[config.mk]
export PLATFORM = sky130hd
export DESIGN_NAME = dac_channel_scheduler
export DESIGN_NICKNAME = d
export VERILOG_FILES = /design/src/rtl/dac_sched_pkg.sv /design/src/rtl/dac_rr_pick.sv /design/src/rtl/dac_channel_scheduler.sv
export SDC_FILE = /design/constraint.sdc
export NUM_CORES = 2
export LEC_CHECK = 0
export BUFFER_PORTS_ARGS = -buffer_cell sky130_fd_sc_hd__clkbuf_2
export CORE_UTILIZATION = 61
export CTS_CLUSTER_SIZE = 8
export DETAILED_ROUTE_END_ITERATION = 6
export PLACE_DENSITY = 0.91
export SLEW_MARGIN = 20
export SYNTH_ARGS = -nofsm -noshare
export SYNTH_HDL_FRONTEND = slang
export SYNTH_SLANG_ARGS = --single-unit
[constraint.sdc]
create_clock -name clk -period 4.75 [get_ports clk]
set_input_delay 0.95 -clock clk [delete_from_list [all_inputs] [get_ports clk]]
set_output_delay 0.95 -clock clk [all_outputs]
set_load 0.05 [all_outputs]
[src/rtl/dac_sched_pkg.sv]
// Shared types and constants for the DAC channel scheduler: FSM state encoding,
// the fixed-point 1.0 gain value and the channel-index width helper.
package dac_sched_pkg;

  typedef enum logic [2:0] {
    IDLE,
    SELECT,
    CONVERT,
    WRITE,
    SETTLE
  } sched_state_e;

  // 1.0 in the default Q16.48 fixed-point format
  localparam logic [63:0] FP_ONE = 64'h0001_0000_0000_0000;

  function automatic int ch_w(input int n);
    return (n <= 2) ? 1 : $clog2(n);
  endfunction

endpackage

[src/rtl/dac_rr_pick.sv]
// Combinational round-robin finder: returns the first set bit of 'dirty' at or
// after 'ptr', wrapping past N_CH-1 back to 0.
module dac_rr_pick
  import dac_sched_pkg::*;
#(
  parameter int N_CH = 8,
  parameter int CH_W = 3
) (
  input  logic [N_CH-1:0] dirty,
  input  logic [CH_W-1:0] ptr,
  output logic [CH_W-1:0] idx,
  output logic            found
);

  int              cand;
  logic [CH_W-1:0] cand_idx;

  always_comb begin
    idx      = '0;
    found    = 1'b0;
    cand     = 0;
    cand_idx = '0;
    for (int i = 0; i < N_CH; i++) begin
      cand = int'(ptr) + i;
      if (cand >= N_CH) begin
        cand = cand - N_CH;
      end
      cand_idx = CH_W'(cand);
      if (!found && dirty[cand_idx]) begin
        found = 1'b1;
        idx   = cand_idx;
      end
    end
  end

endmodule

[src/rtl/dac_channel_scheduler.sv]
// Time-shares one external fixed-point -> DAC-code datapath across N_CH channels.
// Optional macro DAC_SCHED_COALESCE_EN: never backpressure, later setpoints overwrite pending ones.
module dac_channel_scheduler
  import dac_sched_pkg::*;
#(
  parameter  int FP_WIDTH      = 64,
  parameter  int INT_WIDTH     = 16,
  parameter  int DAC_WIDTH     = 14,
  parameter  int N_CH          = 8,
  parameter  int CONV_LAT      = 2,
  parameter  int SETTLE_CYCLES = 4,
  localparam int CH_W          = ch_w(N_CH)
) (
  input  logic                 clk,
  input  logic                 rst_n,
  input  logic                 in_valid,
  output logic                 in_ready,
  input  logic [CH_W-1:0]      in_ch,
  input  logic [FP_WIDTH-1:0]  in_fp,
  input  logic                 cal_we,
  input  logic [CH_W-1:0]      cal_ch,
  input  logic [FP_WIDTH-1:0]  cal_gain,
  input  logic [FP_WIDTH-1:0]  cal_offset,
  output logic [FP_WIDTH-1:0]  conv_fp,
  output logic [FP_WIDTH-1:0]  conv_gain,
  output logic [FP_WIDTH-1:0]  conv_offset,
  input  logic [DAC_WIDTH-1:0] conv_code,
  output logic [CH_W-1:0]      dac_addr,
  output logic [DAC_WIDTH-1:0] dac_data,
  output logic                 dac_wr,
  output logic                 busy
);

  localparam logic [FP_WIDTH-1:0] GAIN_ONE =
    {{(FP_WIDTH-1){1'b0}}, 1'b1} << (FP_WIDTH - INT_WIDTH);
  localparam int CNT_MAX = (CONV_LAT > SETTLE_CYCLES) ? CONV_LAT : SETTLE_CYCLES;
  localparam int CNT_W   = $clog2(CNT_MAX + 1);

  sched_state_e state_q, state_d;
  logic [CNT_W-1:0]     cnt_q, cnt_d;
  logic [CH_W-1:0]      sel_q, sel_d;
  logic [CH_W-1:0]      rr_q, rr_d;
  logic [N_CH-1:0]      dirty_q, dirty_d;
  logic [FP_WIDTH-1:0]  sp_q     [N_CH];
  logic [FP_WIDTH-1:0]  sp_d     [N_CH];
  logic [FP_WIDTH-1:0]  gain_q   [N_CH];
  logic [FP_WIDTH-1:0]  gain_d   [N_CH];
  logic [FP_WIDTH-1:0]  offset_q [N_CH];
  logic [FP_WIDTH-1:0]  offset_d [N_CH];
  logic [FP_WIDTH-1:0]  conv_fp_q, conv_fp_d;
  logic [FP_WIDTH-1:0]  conv_gain_q, conv_gain_d;
  logic [FP_WIDTH-1:0]  conv_offset_q, conv_offset_d;
  logic [CH_W-1:0]      dac_addr_q, dac_addr_d;
  logic [DAC_WIDTH-1:0] dac_data_q, dac_data_d;
  logic                 dac_wr_q, dac_wr_d;

  logic [CH_W-1:0] pick_idx;
  logic            pick_found;
  logic            accept;

  dac_rr_pick #(
    .N_CH (N_CH),
    .CH_W (CH_W)
  ) u_pick (
    .dirty (dirty_q),
    .ptr   (rr_q),
    .idx   (pick_idx),
    .found (pick_found)
  );

`ifdef DAC_SCHED_COALESCE_EN
  assign in_ready = 1'b1;
`else
  assign in_ready = ~dirty_q[in_ch];
`endif

  assign accept      = in_valid & in_ready;
  assign busy        = (state_q != IDLE) || (|dirty_q);
  assign conv_fp     = conv_fp_q;
  assign conv_gain   = conv_gain_q;
  assign conv_offset = conv_offset_q;
  assign dac_addr    = dac_addr_q;
  assign dac_data    = dac_data_q;
  assign dac_wr      = dac_wr_q;

  always_comb begin
    state_d       = state_q;
    cnt_d         = cnt_q;
    sel_d         = sel_q;
    rr_d          = rr_q;
    dirty_d       = dirty_q;
    sp_d          = sp_q;
    gain_d        = gain_q;
    offset_d      = offset_q;
    conv_fp_d     = conv_fp_q;
    conv_gain_d   = conv_gain_q;
    conv_offset_d = conv_offset_q;
    dac_addr_d    = dac_addr_q;
    dac_data_d    = dac_data_q;
    dac_wr_d      = 1'b0;

    unique case (state_q)
      IDLE: begin
        if (|dirty_q) begin
          state_d = SELECT;
        end
      end
      SELECT: begin
        if (pick_found) begin
          sel_d             = pick_idx;
          conv_fp_d         = sp_q[pick_idx];
          conv_gain_d       = gain_q[pick_idx];
          conv_offset_d     = offset_q[pick_idx];
          dirty_d[pick_idx] = 1'b0;
          cnt_d             = '0;
          state_d           = CONVERT;
        end else begin
          state_d = IDLE;
        end
      end
      CONVERT: begin
        if (cnt_q == CNT_W'(CONV_LAT - 1)) begin
          cnt_d   = '0;
          state_d = WRITE;
        end else begin
          cnt_d = cnt_q + 1'b1;
        end
      end
      WRITE: begin
        dac_wr_d   = 1'b1;
        dac_addr_d = sel_q;
        dac_data_d = conv_code;
        rr_d       = (sel_q == CH_W'(N_CH - 1)) ? '0 : sel_q + 1'b1;
        cnt_d      = '0;
        state_d    = SETTLE;
      end
      SETTLE: begin
        if (cnt_q == CNT_W'(SETTLE_CYCLES - 1)) begin
          cnt_d   = '0;
          state_d = (|dirty_q) ? SELECT : IDLE;
        end else begin
          cnt_d = cnt_q + 1'b1;
        end
      end
      default: state_d = IDLE;
    endcase

    // A new setpoint arriving on the channel being cleared in SELECT must stay pending
    if (accept) begin
      sp_d[in_ch]    = in_fp;
      dirty_d[in_ch] = 1'b1;
    end
    if (cal_we) begin
      gain_d[cal_ch]   = cal_gain;
      offset_d[cal_ch] = cal_offset;
    end
  end

  // conv_gain comes out of reset at 1.0 to match the per-channel gain registers
  always_ff @(posedge clk or negedge rst_n) begin
    if (!rst_n) begin
      state_q       <= IDLE;
      cnt_q         <= '0;
      sel_q         <= '0;
      rr_q          <= '0;
      dirty_q       <= '0;
      conv_fp_q     <= '0;
      conv_gain_q   <= GAIN_ONE;
      conv_offset_q <= '0;
      dac_addr_q    <= '0;
      dac_data_q    <= '0;
      dac_wr_q      <= 1'b0;
      for (int i = 0; i < N_CH; i++) begin
        sp_q[i]     <= '0;
        gain_q[i]   <= GAIN_ONE;
        offset_q[i] <= '0;
      end
    end else begin
      state_q       <= state_d;
      cnt_q         <= cnt_d;
      sel_q         <= sel_d;
      rr_q          <= rr_d;
      dirty_q       <= dirty_d;
      conv_fp_q     <= conv_fp_d;
      conv_gain_q   <= conv_gain_d;
      conv_offset_q <= conv_offset_d;
      dac_addr_q    <= dac_addr_d;
      dac_data_q    <= dac_data_d;
      dac_wr_q      <= dac_wr_d;
      sp_q          <= sp_d;
      gain_q        <= gain_d;
      offset_q      <= offset_d;
    end
  end

endmodule

==> flow_summary.yaml <==
global_routing:
  first_global_vias: 59930
  grt_pass1_wl_um: 345700
  antenna_found_initial: 37
  track_usage_pct: 34.12
  gr-total-overflow: 0
  grt_max_degree: 126
finish:
  multi_input_area_um2: 31780
  fin_nets: 6703
  area_delta_synth_final_pct: 13.54
  ff_latch_area_um2: 44200
  mostFrequentLayoutCell: "dfrtp_1"
  final_cell_mix: "1757 x dfrtp_1, 1540 x mux2_2, 845 x nand2_1"
  drive_gt1_share_pct: 37.15
  num-fill-cells: 7417
  utilization_pct: 70.16
worst_setup_path:
  critPathCaptureType: "register"
  setup.worst_path.class: "register to register"
  critical_path.cell_chain: "inv_2, ha_2, mux2_1, a221oi_1, a32o_2, nand3_1, a21oi_1, a32o_4, buf_12, buf_4, mux2i_1, o221ai_1, a21o_1"
  cp_num_buf_inv: 3
  path_max_fanout: 35
  slowest_stage: "ha_2"
  cp-start-kind: "register"
  crit_arrival_ps: 5240
  cp.required_ps: 5460
  critPathTopFamily: "compound AO/OA/AOI/OAI gates"
  cpPeakStageDelay_ps: 500
cts:
  clk_path_buf_depth: 3
  cts.sinks: 1766
  cts_root_buffer: "clkbuf_16"
  cts_made_buffers: 239
  cts_tree: "built"
  clk_latency_ps: 870
  htreeDepth: 4
  clk_pin_slew_ps: 50
routing:
  wirelength_um: 221900
  drc: 2
  post_drt_wl_per_cell_um: 27.09
  drt-initial-drc-count: 5842
  ant_nets: 0
  vias_per_cell: 6.744
  drt-pass1-iter-count: 7
  routed-via-count: 55240
power:
  leakagePower_nw: 42.97
  seqPwrFrac_pct: 47.5
  p_per_area_nw_per_um2: 499.1
  irDropWorstVdd_mv: 0.4666
  internal-power_mw: 31.35
  p_comb_share_pct: 17.9
  clock_power_share_pct: 34.6
  power_switching_share_pct: 29.16
  switchingPower_mw: 12.90
timing:
  hold_violations: 0
  rsz0062_at_grt: "no"
  setup_tns_ps: 0
  setup_viol: 0
  slew_viol_final: 0
  max-slew-margin-rel_pct: 20.93
  fmax_mhz: 220.6
  holdWs_ps: 113.0
  period_needed_ps: 4534
  fin_skew_ps: 79.94
  period_share_pct: 95.45
  worstMarginPinSlew_ps: 1186
job:
  maxCapViolations: 0
synth:
  netlist-cell-type-count: 62
  yosys_warnings: 0
  syn_avg_cell_area_um2: 12.81
  synth-edff-count: 0
  ys_seq_area_share_pct: 56.60
  synth_fp_nets: 6321
  synthArstFlopShare_pct: 100.0
  synth_largest_area_cell: "dfrtp_1"
  ys.flop_type: "dfrtp_1"
  syn_inst: 6097
  synth.area.top_cells: "dfrtp_1 56%, mux2_2 22%, mux2i_1 5.1%, nand2_1 4.1%, a21oi_1 3.7%"
  syn_area_um2: 78090
  ys_seq_elements: 1766
  synth_top_area_share_pct: 56.30
die:
  placementRows: 130
  core_area_um2: 126400
  start_util_pct: 61.79
  io_pins: 428
  die_w_um: 359.8
  die_y_um: 359.8
  dieArea_um2: 129500
placement:
  dpl.hpwl_um: 118600
  numPortBuffers: 427
  globalplace.congestion: 0.8476
worst_hold_path:
  hold_path.class: "input pin to async pin"
run_status:
  status: "complete, but fails checks"
  violations: "design-rule violations"
==> cell type report <==
class	instances	share of cell area (%)
Clock buffer	260	6.845
Multi-Input combinational cell	3883	35.85
Clock inverter	16	0.4600
Sequential cell	1766	49.85
Tap cell	1650	2.328
Inverter	10	0.04233
Antenna cell	28	0.07902
Timing Repair Buffer	579	4.547
==> power groups by stage <==
| stage | Clock, mW | Combinational, mW | Sequential [mW] |
|---|---|---|---|
| 2_1_floorplan | 0 | 4.43 | 21.5 |
| 6_report | 15.3 | 7.92 | 21.0 |
| 3_3_place_gp | 0 | 7.20 | 20.6 |
| 4_1_cts | 15.4 | 7.90 | 20.9 |
| 5_1_grt | 16.0 | 8.42 | 21.3 |
| 3_5_place_dp | 0 | 7.65 | 20.9 |
==> sequential cells by signal, summed over array words and instances (netlist names) <==
register,count
cnt_q,3
conv_fp,64
conv_gain,64
conv_offset,64
dac_addr,3
dac_data,14
dac_wr,1
dirty_q,8
gain_q,512
offset_q,512
rr_q,3
sel_q,3
sp_q,512
state_q,3
==> logic make-up after synthesis <==
kind of cell	share of synthesized area [%]
flops	56.60
mux	27.55
compound gates	8.254
simple gates	4.565
fa+ha+maj	0.1282
xor+xnor	0.05448
buf+inv	2.844
==> worst reg2reg max path: stages, from the launching register on <==
cell and delay [ps]:
dfrtp_1 360, inv_2 100, ha_2 500, mux2_1 410, a221oi_1 430, a32o_2 270
nand3_1 160, a21oi_1 360, a32o_4 380, buf_12 280, buf_4 410, mux2i_1 330
o221ai_1 180, a21o_1 200
==> cell usage after synthesis, drive strengths merged, types with 5 or more instances <==
library cell	instances
mux2	1541
ha	8
buf	163
nand4b	5
a21o	194
inv	10
o21ai	18
a21oi	584
o221ai	194
nand3	6
clkbuf	275
dfrtp	1757
dfstp	9
mux4	8
nor2	12
mux2i	398
nand2	848
nand2b	6
==> final timing paths <==
check                             start      endpoint  slack, ps  cells past startpoint
min reg2reg                 dac_data[8]   dac_data[8]        470                      2
min in group clk           conv_code[6]   dac_data[6]        270                      3
max reg2reg                     rr_q[0]  conv_gain[9]        220                     13
max in group asynchronous         rst_n     sp_q[226]       3300                      2
max                             rr_q[0]  conv_gain[9]        220                     13
min                               rst_n   gain_q[477]        110                      1
==> layer usage <==
layer	track usage [%]	routed length, µm
met5	0	177
met4	19.32	11160
met3	8.877	20370
met2	54.60	107900
met1	42.23	82290
==> metrics by stage <==
step | area, µm² | total power, mW | setup WS, ps | instances
after global placement | 82120 | 27.81 | 584.9 | 7888
after floorplan | 78090 | 25.96 | 451.5 | 6097
after CTS | 88600 | 44.20 | 224.4 | 8164
after detailed placement | 82120 | 28.57 | 347.5 | 7888
after global routing | 88650 | 45.73 | 113.9 | 8186
final | 88670 | 44.25 | 215.9 | 8192
==> what timing repair did <==
item                                    CTS  global route
buffers inserted                          0             0
gates resized for setup                   0             1
hold buffers                              0             0
endpoints found under the setup margin    0             2
endpoints found under the hold margin     0             0
(Power assumes the default switching activity.)
